==> src/rtl/alu_ctrl_pkg.sv <==
// Shared definitions for the ALU op sequencer: op codes, FSM encoding and
// the latency counter width.
package alu_ctrl_pkg;

  localparam int CNT_W = 6;

  localparam logic [3:0] OP_ADD = 4'b0000;
  localparam logic [3:0] OP_SUB = 4'b0001;
  localparam logic [3:0] OP_MUL = 4'b0010;
  localparam logic [3:0] OP_DIV = 4'b0011;
  localparam logic [3:0] OP_SHR = 4'b0100;
  localparam logic [3:0] OP_SHL = 4'b0101;
  localparam logic [3:0] OP_ROR = 4'b0110;
  localparam logic [3:0] OP_ROL = 4'b0111;
  localparam logic [3:0] OP_AND = 4'b1000;
  localparam logic [3:0] OP_OR  = 4'b1001;
  localparam logic [3:0] OP_NEG = 4'b1010;
  localparam logic [3:0] OP_NOT = 4'b1011;
  localparam logic [3:0] OP_NOP = 4'b1111;

  typedef enum logic [1:0] {
    IDLE = 2'd0,
    EXEC = 2'd1,
    RESP = 2'd2
  } state_t;

endpackage

==> src/rtl/alu_op_sequencer_if.sv <==
// Request, ALU drive and response signals of the sequencer.
//
// Handshake rule for both ports: a transfer happens on a rising edge where
// valid and ready are both high; the sender holds valid and its payload
// stable until that edge, and ready may change freely.
interface alu_op_sequencer_if;

  logic        req_valid;
  logic        req_ready;
  logic [3:0]  req_op;
  logic [31:0] req_a;
  logic [31:0] req_b;
  logic [31:0] alu_a;
  logic [31:0] alu_b;
  logic [3:0]  alu_ctrl;
  logic [31:0] alu_zhi;
  logic [31:0] alu_zlo;
  logic        rsp_valid;
  logic        rsp_ready;
  logic [31:0] rsp_hi;
  logic [31:0] rsp_lo;
  logic        rsp_err;

  // Requester + ALU side.
  modport master (
    output req_valid, req_op, req_a, req_b, alu_zhi, alu_zlo, rsp_ready,
    input  req_ready, alu_a, alu_b, alu_ctrl, rsp_valid, rsp_hi, rsp_lo, rsp_err
  );

  // Sequencer side.
  modport slave (
    input  req_valid, req_op, req_a, req_b, alu_zhi, alu_zlo, rsp_ready,
    output req_ready, alu_a, alu_b, alu_ctrl, rsp_valid, rsp_hi, rsp_lo, rsp_err
  );

endinterface

==> src/rtl/alu_op_decode.sv <==
// Combinational op classifier: execution latency, illegal op and divide by
// zero. Also usable by the control unit for hazard timing.
module alu_op_decode
  import alu_ctrl_pkg::*;
#(
  parameter int SIMPLE_CYCLES = 1,
  parameter int MUL_CYCLES    = 4,
  parameter int DIV_CYCLES    = 32
) (
  input  logic [3:0]       op,
  input  logic [31:0]      b,
  output logic [CNT_W-1:0] latency,
  output logic             illegal,
  output logic             div_by_zero
);

  always_comb begin
    latency = CNT_W'(SIMPLE_CYCLES);
    illegal = 1'b0;
    case (op)
      OP_MUL: latency = CNT_W'(MUL_CYCLES);
      OP_DIV: latency = CNT_W'(DIV_CYCLES);
      OP_ADD, OP_SUB, OP_SHR, OP_SHL, OP_ROR, OP_ROL,
      OP_AND, OP_OR, OP_NEG, OP_NOT: latency = CNT_W'(SIMPLE_CYCLES);
      default: illegal = 1'b1;
    endcase
  end

  assign div_by_zero = (op == OP_DIV) && (b == 32'd0);

endmodule

==> src/rtl/alu_op_sequencer.sv <==
// Issue/retire controller in front of the shared ALU: accepts one op, drives
// the ALU for the op's fixed latency, then returns the captured result.
module alu_op_sequencer
  import alu_ctrl_pkg::*;
#(
  parameter int SIMPLE_CYCLES = 1,
  parameter int MUL_CYCLES    = 4,
  parameter int DIV_CYCLES    = 32
) (
  input  logic             clk,
  input  logic             clr,
  alu_op_sequencer_if.slave bus,
  output state_t           dbg_state,
  output logic [CNT_W-1:0] dbg_count
);

  state_t           state, state_n;
  logic [CNT_W-1:0] count, count_n;
  logic [31:0]      a_q, a_n, b_q, b_n, hi_q, hi_n, lo_q, lo_n;
  logic [3:0]       ctrl_q, ctrl_n;
  logic             err_q, err_n;

  logic [CNT_W-1:0] latency;
  logic             illegal, div_by_zero;

  alu_op_decode #(
    .SIMPLE_CYCLES (SIMPLE_CYCLES),
    .MUL_CYCLES    (MUL_CYCLES),
    .DIV_CYCLES    (DIV_CYCLES)
  ) u_decode (
    .op          (bus.req_op),
    .b           (bus.req_b),
    .latency     (latency),
    .illegal     (illegal),
    .div_by_zero (div_by_zero)
  );

  always_ff @(posedge clk or posedge clr) begin
    if (clr) begin
      state  <= IDLE;
      count  <= '0;
      a_q    <= '0;
      b_q    <= '0;
      hi_q   <= '0;
      lo_q   <= '0;
      ctrl_q <= OP_NOP;
      err_q  <= 1'b0;
    end else begin
      state  <= state_n;
      count  <= count_n;
      a_q    <= a_n;
      b_q    <= b_n;
      hi_q   <= hi_n;
      lo_q   <= lo_n;
      ctrl_q <= ctrl_n;
      err_q  <= err_n;
    end
  end

  always_comb begin
    state_n = state;
    count_n = count;
    a_n     = a_q;
    b_n     = b_q;
    hi_n    = hi_q;
    lo_n    = lo_q;
    ctrl_n  = ctrl_q;
    err_n   = err_q;
    case (state)
      IDLE: begin
        if (bus.req_valid) begin
          a_n = bus.req_a;
          b_n = bus.req_b;
          // Rejected ops skip EXEC so the ALU never sees them.
          if (illegal || div_by_zero) begin
            hi_n    = '0;
            lo_n    = '0;
            err_n   = 1'b1;
            state_n = RESP;
          end else begin
            count_n = latency - 1'b1;
            ctrl_n  = bus.req_op;
            state_n = EXEC;
          end
        end
      end
      EXEC: begin
        if (count == '0) begin
          hi_n    = bus.alu_zhi;
          lo_n    = bus.alu_zlo;
          err_n   = 1'b0;
          ctrl_n  = OP_NOP;
          state_n = RESP;
        end else begin
          count_n = count - 1'b1;
        end
      end
      RESP: begin
        if (bus.rsp_ready) state_n = IDLE;
      end
      default: state_n = IDLE;
    endcase
  end

  assign bus.req_ready = (state == IDLE);
  assign bus.rsp_valid = (state == RESP);
  assign bus.alu_a     = a_q;
  assign bus.alu_b     = b_q;
  assign bus.alu_ctrl  = ctrl_q;
  assign bus.rsp_hi    = hi_q;
  assign bus.rsp_lo    = lo_q;
  assign bus.rsp_err   = err_q;
  assign dbg_state     = state;
  assign dbg_count     = count;

endmodule

==> src/flat_wrapper.sv <==
// flat-port wrapper written by rule: the top's interface ports become plain ports
module alu_op_sequencer_flat import alu_ctrl_pkg::*;
#(
  parameter int SIMPLE_CYCLES = 1,
  parameter int MUL_CYCLES    = 4,
  parameter int DIV_CYCLES    = 32
)
  (clk, clr, dbg_state, dbg_count, bus_req_valid, bus_req_op, bus_req_a, bus_req_b, bus_alu_zhi, bus_alu_zlo, bus_rsp_ready, bus_req_ready, bus_alu_a, bus_alu_b, bus_alu_ctrl, bus_rsp_valid, bus_rsp_hi, bus_rsp_lo, bus_rsp_err);
  alu_op_sequencer_if bus_i ();
  input  logic clk;
  input  logic clr;
  output state_t dbg_state;
  output logic [CNT_W-1:0] dbg_count;
  input wire logic [$bits(bus_i.req_valid)-1:0] bus_req_valid;
  input wire logic [$bits(bus_i.req_op)-1:0] bus_req_op;
  input wire logic [$bits(bus_i.req_a)-1:0] bus_req_a;
  input wire logic [$bits(bus_i.req_b)-1:0] bus_req_b;
  input wire logic [$bits(bus_i.alu_zhi)-1:0] bus_alu_zhi;
  input wire logic [$bits(bus_i.alu_zlo)-1:0] bus_alu_zlo;
  input wire logic [$bits(bus_i.rsp_ready)-1:0] bus_rsp_ready;
  output wire logic [$bits(bus_i.req_ready)-1:0] bus_req_ready;
  output wire logic [$bits(bus_i.alu_a)-1:0] bus_alu_a;
  output wire logic [$bits(bus_i.alu_b)-1:0] bus_alu_b;
  output wire logic [$bits(bus_i.alu_ctrl)-1:0] bus_alu_ctrl;
  output wire logic [$bits(bus_i.rsp_valid)-1:0] bus_rsp_valid;
  output wire logic [$bits(bus_i.rsp_hi)-1:0] bus_rsp_hi;
  output wire logic [$bits(bus_i.rsp_lo)-1:0] bus_rsp_lo;
  output wire logic [$bits(bus_i.rsp_err)-1:0] bus_rsp_err;
  assign bus_i.req_valid = bus_req_valid;
  assign bus_i.req_op = bus_req_op;
  assign bus_i.req_a = bus_req_a;
  assign bus_i.req_b = bus_req_b;
  assign bus_i.alu_zhi = bus_alu_zhi;
  assign bus_i.alu_zlo = bus_alu_zlo;
  assign bus_i.rsp_ready = bus_rsp_ready;
  assign bus_req_ready = bus_i.req_ready;
  assign bus_alu_a = bus_i.alu_a;
  assign bus_alu_b = bus_i.alu_b;
  assign bus_alu_ctrl = bus_i.alu_ctrl;
  assign bus_rsp_valid = bus_i.rsp_valid;
  assign bus_rsp_hi = bus_i.rsp_hi;
  assign bus_rsp_lo = bus_i.rsp_lo;
  assign bus_rsp_err = bus_i.rsp_err;
  alu_op_sequencer #(.SIMPLE_CYCLES(SIMPLE_CYCLES), .MUL_CYCLES(MUL_CYCLES), .DIV_CYCLES(DIV_CYCLES)) u_core (.clk(clk), .clr(clr), .bus(bus_i), .dbg_state(dbg_state), .dbg_count(dbg_count));
endmodule
==> config.mk <==
export PLATFORM = sky130hd
export DESIGN_NAME = alu_op_sequencer_flat
export DESIGN_NICKNAME = d
export VERILOG_FILES = /design/src/rtl/alu_ctrl_pkg.sv /design/src/rtl/alu_op_sequencer_if.sv /design/src/rtl/alu_op_decode.sv /design/src/rtl/alu_op_sequencer.sv /design/src/flat_wrapper.sv
export SDC_FILE = /design/constraint.sdc
export NUM_CORES = 1
export LEC_CHECK = 0
export BUFFER_PORTS_ARGS = -buffer_cell sky130_fd_sc_hd__clkbuf_2
export CAP_MARGIN = 20
export CELL_PAD_IN_SITES_DETAIL_PLACEMENT = 1
export CELL_PAD_IN_SITES_GLOBAL_PLACEMENT = 1
export CORE_ASPECT_RATIO = 1.25
export CORE_MARGIN = 2
export CORE_UTILIZATION = 33
export DETAILED_ROUTE_END_ITERATION = 10
export PLACE_DENSITY_LB_ADDON = 0.1
export SLEW_MARGIN = 20
export SYNTH_ARGS = -nofsm -noshare
export SYNTH_HDL_FRONTEND = slang
export SYNTH_SLANG_ARGS = --single-unit
==> constraint.sdc <==
create_clock -name clk -period 5.3 [get_ports clk]
set_input_delay 0.53 -clock clk [delete_from_list [all_inputs] [get_ports clk]]
set_output_delay 0.53 -clock clk [all_outputs]
set_load 0.01 [all_outputs]
==> results_dict.tcl, run 1 <==
set metrics [dict create \
    status "finished clean" \
    ys_seq_area_share_pct 63.9 \
    setup-tns-final_ps 0 \
    drtPass1Iterations 4 \
    tightest_slew_ps 961 \
    ys_warn_count 0 \
    viasPerCell 4.82 \
    initial_core_util_pct 34.0 \
    path_clk_slew_ps 60 \
    fin_skew_ps 9.05 \
    r2r_end "u_core.bus.rsp_lo[4]" \
    startpoint_type "register" \
    p_leak_nw 4.27 \
    power.density_mw_per_mm2 609 \
    cts.repair.resized 0 \
    core_area_mm2 0.0163 \
    area_delta_synth_final_pct 38.5 \
    synth_top_family_by_area "simple AND/OR/NAND/NOR gates" \
    dpl_worst_slack_ps 2300 \
    cp_max_fo 70 \
    grt_pass1_vias 5252 \
    worst_slack_ps 2320 \
    critPathArrivalTime_ps 3290 \
    die_w_um 120 \
    netlist_instances 506 \
    yosys_register_bits 141 \
    fin_cells 1006 \
    final_area_mm2 0.00765 \
    vdd_drop_max_mv 0.182 \
    max_slew_margin_pct 35.9 \
    reg2reg_slack_ps 2320 \
    yosysTopAreaCell "dfrtp_1" \
    antenna_found_initial 0 \
    first_iter_violations 195 \
    r2r_cells 6 \
    cp.required_ps 5600 \
    hpwl_um 12300 \
    setup_viol 0 \
    synthAdderAreaFrac_pct 0.226 \
    synthDistinctLibCells 47 \
    slew_violations 0 \
    cts.path.max_buffers 2 \
    rsz0062_at_grt "no" \
    yosysTopAreaCellShare_pct 62.0 \
    grt_max_degree 103 \
    final_common_cell "clkbuf_2" \
    holdBufCountCts 0 \
    antenna_left 0 \
    muxShareOfSynthArea_pct 0.385 \
    io_buffer_count 278 \
    synth-async-reset-ratio_pct 100 \
    gp_congestion 0.827 \
    place_inst 974 \
    synth_compound_area_share_pct 13.9 \
    routed_wl_um 16900 \
    synth_edf_count 0 \
    worstReg2RegStart "u_core.dbg_count[0]" \
    htreeDepth 4 \
    postCtsSetupBuffers 0 \
    nFillCells 1923 \
    end_kind "register" \
    rows 52 \
    cts-root-buf "clkbuf_16" \
    grt_pass1_wl_um 27200 \
    ioPinCount 279 \
    nets 914 \
    tritoncts "yes" \
    yosys.area_share.simple_pct 18.1 \
    cap_viol_max_count 0 \
    hold_violations 0 \
    synth-xor-area-share_pct 0 \
    cts_inserted_buffers 17 \
    min_period_over_period_pct 56.3 \
    die-area_mm2 0.0178 \
    worstHoldPathCells 3 \
    synth_area_per_cell_um2 10.9 \
    ys_top_cells_by_area "dfrtp_1 62%, nand2_1 14%, a22o_1 10%" \
    overflow 0 \
    drc 0 \
    cts_sinks 141 \
    final_cell_mix "278 x clkbuf_2, 203 x nand2_1, 137 x dfrtp_1" \
    wire_per_inst_um 16.8 \
    n_antenna_cell 0 \
    die_y_um 149 \
    num_vias 4846 \
    period_needed_ps 2980 \
    clkLatencyLatePin_ps 420 \
    min-delay-start "bus_req_a[15]" \
    syn_nets 643 \
    grt_usage_pct 19.5 \
    crit_type "register to register" \
    layout-drive-gt1-share_pct 41.5 \
    fmax_mhz 335 \
    synthFlopType "dfrtp_1" \
    holdPathEnd "u_core.bus.alu_a[15]" \
    min_path_type "input pin to register" \
    placed_area_mm2 0.00705 \
    syn-cell-area_mm2 0.00553 \
]
-- layer usage --
metal | part of all wire [%] | global-route usage, %
met3 | 8.1 | 6.40
met4 | 3.0 | 8.35
met2 | 49 | 32.0
met1 | 40 | 23.6
met5 | 0 | 0
-- final cells by class --
type	count	area, um2	share of cell area (%)
Multi-Input combinational cell	331	1810	23.6
Sequential cell	141	3530	46.2
Inverter	3	16.3	0.213
Clock buffer	18	429	5.61
Clock inverter	14	168	2.19
Timing Repair Buffer	283	1430	18.7
Tap cell	216	270	3.53
-- sequential cells by signal, summed over array words and instances (netlist names) --
name and flops:
u_core.dbg_count 6, u_core.bus.alu_b 32, u_core.bus.rsp_hi 32, u_core.bus.rsp_lo 32
u_core.bus.rsp_err 1, u_core.bus.alu_ctrl 4, u_core.bus.alu_a 32, u_core.dbg_state 2
-- cell usage after synthesis, drive strengths merged (2+ instances only) --
cell	instances
nand2	204
dfrtp	137
a22o	64
buf	21
clkbuf	10
nor2	8
nor4	8
or3	5
dfstp	4
a21oi	3
inv	3
nor2b	3
o21ai	3
o31a	3
nand4	2
nor3	2
nor3b	2
o31ai	2
o32a	2
-- through the flow --
stage | hold slack [ps] | utilization (%) | power [mW]
2_1_floorplan | 514 | - | 2.79
3_3_place_gp | 457 | 43.4 | 3.44
3_5_place_dp | 464 | 43.4 | 3.51
4_1_cts | 285 | 47.0 | 4.74
5_1_grt | 291 | 47.0 | 4.99
6_report | 301 | 47.0 | 4.66
-- worst max-delay path, stage by stage (launching register included) --
cell and delay (ps):
dfrtp_1 400, or3_4 420, or4_4 490, nor2_8 720, o22ai_4 160, buf_4 340, a22o_1 280
-- where the power goes --
part | switching, mW | internal (mW)
combinational | 1.00 | 0.685
sequential | 0.257 | 1.51
clock | 0.464 | 0.741
total | 1.72 | 2.94
-- how the worst max path moves through the flow --
stage                              startpoint               endpoint  cells after the start  slack (ps)
after floorplan                           clr    u_core.bus.alu_a[0]                      1        1000
after global placement    u_core.dbg_count[0]  u_core.bus.rsp_lo[18]                      6        2400
after detailed placement  u_core.dbg_count[0]  u_core.bus.rsp_lo[11]                      6        2300
after CTS                 u_core.dbg_count[0]   u_core.bus.rsp_lo[4]                      6        2300
after global routing      u_core.dbg_count[0]   u_core.bus.rsp_lo[4]                      6        2140
final                     u_core.dbg_count[0]   u_core.bus.rsp_lo[4]                      6        2320
-- logic make-up (layout without fill, tap and decap cells) --
kind of cell / Yosys count / in the layout
muxes: 2 / 2
and+or+nand+nor: 240 / 240
adders and majority gates: 1 / 1
DFF: 141 / 141
AOI/OAI and AO/OA: 88 / 88
buffers and inverters: 34 / 318
No activity file was read; power rests on OpenSTA's default activity.
==> run 2, diff against run 1 <==
- clock period: 5.3 -> 2.87 ns (I/O delays scaled with it)
==> run 2 against run 1 <==
Flip-flop and latch count did not move. Largest power group unchanged. Hold slack got worse by 280 ps. Final area rose by 0.38%. Setup slack got worse by 1900 ps. Register-to-register slack got worse by 1900 ps. Sequential share of layout area fell by 0.17 points. Clock skew rose by 0.52 ps.
==> results_dict.tcl, run 2 (same netlist as run 1, synthesis figures left out) <==
set metrics [dict create \
    postCtsSetupBuffers 0 \
    holdBufCountCts 0 \
    hold_violations 0 \
    setup_viol 0 \
    first_iter_violations 224 \
    die-area_mm2 0.0178 \
    end_kind "register" \
    status "finished clean" \
    setup-tns-final_ps 0 \
    startpoint_type "register" \
    crit_type "register to register" \
    nets 919 \
    final_common_cell "clkbuf_2" \
    min_period_over_period_pct 84.7 \
    cp.required_ps 3210 \
    die_w_um 120 \
    io_buffer_count 278 \
    tightest_slew_ps 843 \
    rows 52 \
    hpwl_um 12600 \
    power.density_mw_per_mm2 1110 \
    n_antenna_cell 0 \
    viasPerCell 4.78 \
    routed_wl_um 17300 \
    antenna_left 0 \
    clkLatencyLatePin_ps 420 \
    area_delta_synth_final_pct 39.0 \
    drtPass1Iterations 4 \
    fmax_mhz 411 \
    slew_violations 0 \
    p_leak_nw 4.29 \
    gp_congestion 0.790 \
    cts_sinks 141 \
    grt_usage_pct 20.0 \
    r2r_cells 5 \
    cts.repair.resized 0 \
    ioPinCount 279 \
    grt_pass1_vias 5273 \
    period_needed_ps 2430 \
    vdd_drop_max_mv 0.413 \
    cts.path.max_buffers 2 \
    htreeDepth 4 \
    finish.utilization_pct 47.2 \
    grt_pass1_wl_um 27800 \
    grt_max_degree 70 \
    cts_inserted_buffers 17 \
    antenna_found_initial 0 \
    num_vias 4832 \
    wire_per_inst_um 17.1 \
    final_cell_mix "278 x clkbuf_2, 203 x nand2_1, 137 x dfrtp_1" \
    path_clk_slew_ps 60 \
    critPathArrivalTime_ps 2770 \
    overflow 0 \
    min_path_type "input pin to asynchronous set/reset pin" \
    cp_max_fo 69 \
    layout-drive-gt1-share_pct 41.8 \
    cts-root-buf "clkbuf_16" \
    initial_core_util_pct 34.0 \
    fin_skew_ps 9.57 \
    drc 0 \
    max_slew_margin_pct 43.7 \
    core_area_mm2 0.0163 \
    cap_viol_max_count 0 \
    tritoncts "yes" \
    die_y_um 149 \
    rsz0062_at_grt "no" \
]
==> run 2: final cells by class <==
cell class	count	area, um2
multi-input combinational	331	1810
sequential	141	3530
clock inverter	10	90.1
inverter	3	15.0
fill	1931	8590
timing repair buffer	288	1490
tap	216	270
clock buffer	22	474
==> run 2: per-stage QoR <==
stage | power, mW | hold slack (ps) | area (um2) | std cells | setup WS [ps]
detailed placement | 6.55 | 464 | 7120 | 979 | 446
global placement | 6.39 | 451 | 7120 | 979 | 563
floorplan | 5.14 | 392 | 5530 | 506 | 692
finish | 8.53 | 22.4 | 7680 | 1011 | 439
global route | 9.16 | 55.8 | 7680 | 1011 | 347
CTS | 8.69 | 21.8 | 7680 | 1011 | 432
==> run 2: critical path: stages, from the launching register on <==
cell and delay [ps]:
dfrtp_1 450, or3_4 370, or4_4 500, nor2_8 120
buf_4 580, a22o_1 270
==> run 2: per-layer routing <==
metal  share of wire (%)  vias up  track usage [%]
met5                   0        -                0
met4                 1.6        0             7.47
met3                 8.0       18             6.17
met2                  50      195             33.5
met1                  41     2344             24.2
li1                    -     2275                -
==> run 2: path summary, 6_finish.rpt <==
kind                                     start                      to  slack, ps
max reg2reg                u_core.dbg_count[2]   u_core.bus.rsp_hi[22]        440
min reg2reg                u_core.bus.alu_a[1]     u_core.bus.alu_a[1]        470
max in group asynchronous                  clr  u_core.bus.alu_ctrl[1]       2010
min                                        clr   u_core.bus.rsp_hi[16]         20
max                        u_core.dbg_count[2]   u_core.bus.rsp_hi[22]        440
min in group clk                 bus_req_a[11]    u_core.bus.alu_a[11]         60
==> run 2: where the power goes <==
| part | switching (mW) | internal [mW] | total, mW |
|---|---|---|---|
| clock network | 0.824 | 1.26 | 2.08 |
| logic | 1.88 | 1.31 | 3.18 |
| registers | 0.483 | 2.79 | 3.27 |
| total | 3.18 | 5.35 | 8.53 |
==> run 3, diff against run 2 <==
- clock period: 2.87 -> 2.5 ns (I/O delays scaled with it)
==> run 3 against run 2 <==
Clock power grew 29%. Register-to-register slack got worse by 130 ps. Sequential power increased by 15%. Utilization is 0.68 points higher. Non-clock buffer count grew 2. Critical endpoint is now u_core.dbg_count[2].
==> results_dict.tcl, run 3 (same netlist as run 1, synthesis figures left out) <==
set metrics [dict create \
    status "finished clean" \
    crit_type "register to register" \
    hpwl_um 12600 \
    die-area_mm2 0.0178 \
    use_met2_pct 32.7 \
    critPathArrivalTime_ps 2490 \
    power.density_mw_per_mm2 1300 \
    min_path_type "input pin to register" \
    io_buffer_count 278 \
    drc 0 \
    startpoint_type "register" \
    n_antenna_cell 0 \
    use_met1_pct 23.3 \
    final_common_cell "clkbuf_2" \
    p_leak_nw 4.34 \
    die_w_um 120 \
    grtUsageMet3_pct 6.06 \
    grt_usage_pct 19.4 \
    end_kind "register" \
    area_delta_synth_final_pct 41.0 \
    grt.busiest_layer "met2" \
    worst_slack_ps 312 \
    cts-root-buf "clkbuf_16" \
    cts.repair.resized 0 \
    period_needed_ps 2190 \
    drtPass1Iterations 4 \
    slew_violations 0 \
    first_iter_violations 201 \
    cp.required_ps 2800 \
    gp_congestion 0.788 \
    dpl_worst_slack_ps 363 \
    antenna_found_initial 0 \
    max_slew_margin_pct 54.2 \
    final_cell_mix "278 x clkbuf_2, 203 x nand2_1, 137 x dfrtp_1" \
    path_delay_family "simple AND/OR/NAND/NOR gates" \
    ioPinCount 279 \
    cpPeakStageDelay_ps 440 \
    tritoncts "yes" \
    path_cells "nand2b_1 > nand2_1 > o21ai_0 > ha_1 > or3_1 > a221o_1 > o211a_1" \
    layout-drive-gt1-share_pct 41.9 \
    viasPerCell 4.85 \
    hold_violations 0 \
    overflow 0 \
    initial_core_util_pct 34.0 \
    core_area_mm2 0.0163 \
    routed_wl_um 17300 \
    fin_skew_ps 8.74 \
    critPathSlowestCell "dfrtp_1" \
    fmax_mhz 457 \
    path_clk_slew_ps 60 \
    cts.path.max_buffers 2 \
    setup-tns-final_ps 0 \
    cts_inserted_buffers 17 \
    clkLatencyLatePin_ps 420 \
    grt_pass1_wl_um 27000 \
    cts_sinks 141 \
    cp_max_fo 7 \
    wire_per_inst_um 17.0 \
    grt_max_degree 73 \
    tightest_slew_ps 687 \
    htreeDepth 4 \
    nets 921 \
    rows 52 \
    num_vias 4908 \
    worst-path-buf-inv 0 \
    antenna_left 0 \
    setup_viol 0 \
    grt_pass1_vias 5202 \
    die_y_um 149 \
    rsz0062_at_grt "no" \
    min_period_over_period_pct 87.5 \
    cap_viol_max_count 0 \
    vdd_drop_max_mv 0.487 \
]
-- run 3: changes by cell type in the layout (fill, tap and decap cells not counted), moves of 2 or more --
cell / before / now
bufinv_16: 1 / 4
inv_6: 0 / 2
clkinv_2: 4 / 2
buf_12: 2 / 4
clkbuf_8: 3 / 1
-- run 3: worst min-delay path: stages --
cell and delay [ps]:
clkbuf_2 70, nand2_1 40, nand2_1 50
-- run 3: area by class of cell --
class	instances	area, um2
tap	216	270
clock buffer	19	443
multi-input combinational	331	1810
inverter	3	15.0
timing repair buffer	290	1530
sequential	141	3530
clock inverter	13	189
fill	1887	8480
-- run 3: what timing repair did --
item / CTS / global route
buffers inserted: 0 / 0
endpoints found under the hold margin: 137 / 0
setup endpoints to repair: 0 / 0
hold buffers: 1 / 0
-- run 3: where the power goes --
group | total (mW) | switching (mW) | leakage, nW | internal (mW)
clock | 2.69 | 0.986 | 0.304 | 1.70
sequential | 3.76 | 0.558 | 1.82 | 3.20
combinational | 3.69 | 2.16 | 2.22 | 1.53
-- run 3: stage by stage --
step | utilization [%] | hold slack, ps | area [um2] | total power, mW | cells
5_1_grt | 47.9 | 7.61 | 7790 | 10.8 | 1013
3_5_place_dp | 43.9 | 420 | 7150 | 7.55 | 980
3_3_place_gp | 43.9 | 407 | 7150 | 7.39 | 980
4_1_cts | 47.9 | 7.04 | 7790 | 10.3 | 1013
2_1_floorplan | - | 355 | 5530 | 5.91 | 506
6_report | 47.9 | 21.8 | 7790 | 10.1 | 1013
-- run 3: layer usage --
layer | vias to the layer above | part of all wire, % | routed length (um)
met5 | - | 0 | 0
met3 | 25 | 7.7 | 1340
met4 | 0 | 2.1 | 355
met2 | 212 | 49 | 8480
li1 | 2277 | - | -
met1 | 2394 | 41 | 7080
-- run 3: final timing paths --
check                                startpoint                endpoint  slack (ps)  cells after the start
setup / recovery            u_core.dbg_state[1]     u_core.dbg_count[2]         310                      7
hold / removal                     bus_req_a[3]     u_core.bus.alu_a[3]          20                      3
setup reg to reg            u_core.dbg_state[1]     u_core.dbg_count[2]         310                      7
hold reg to reg            u_core.bus.alu_a[12]    u_core.bus.alu_a[12]         470                      2
max in group asynchronous                   clr  u_core.bus.alu_ctrl[0]        1630                      4
min in group asynchronous                   clr   u_core.bus.rsp_hi[19]         520                      4
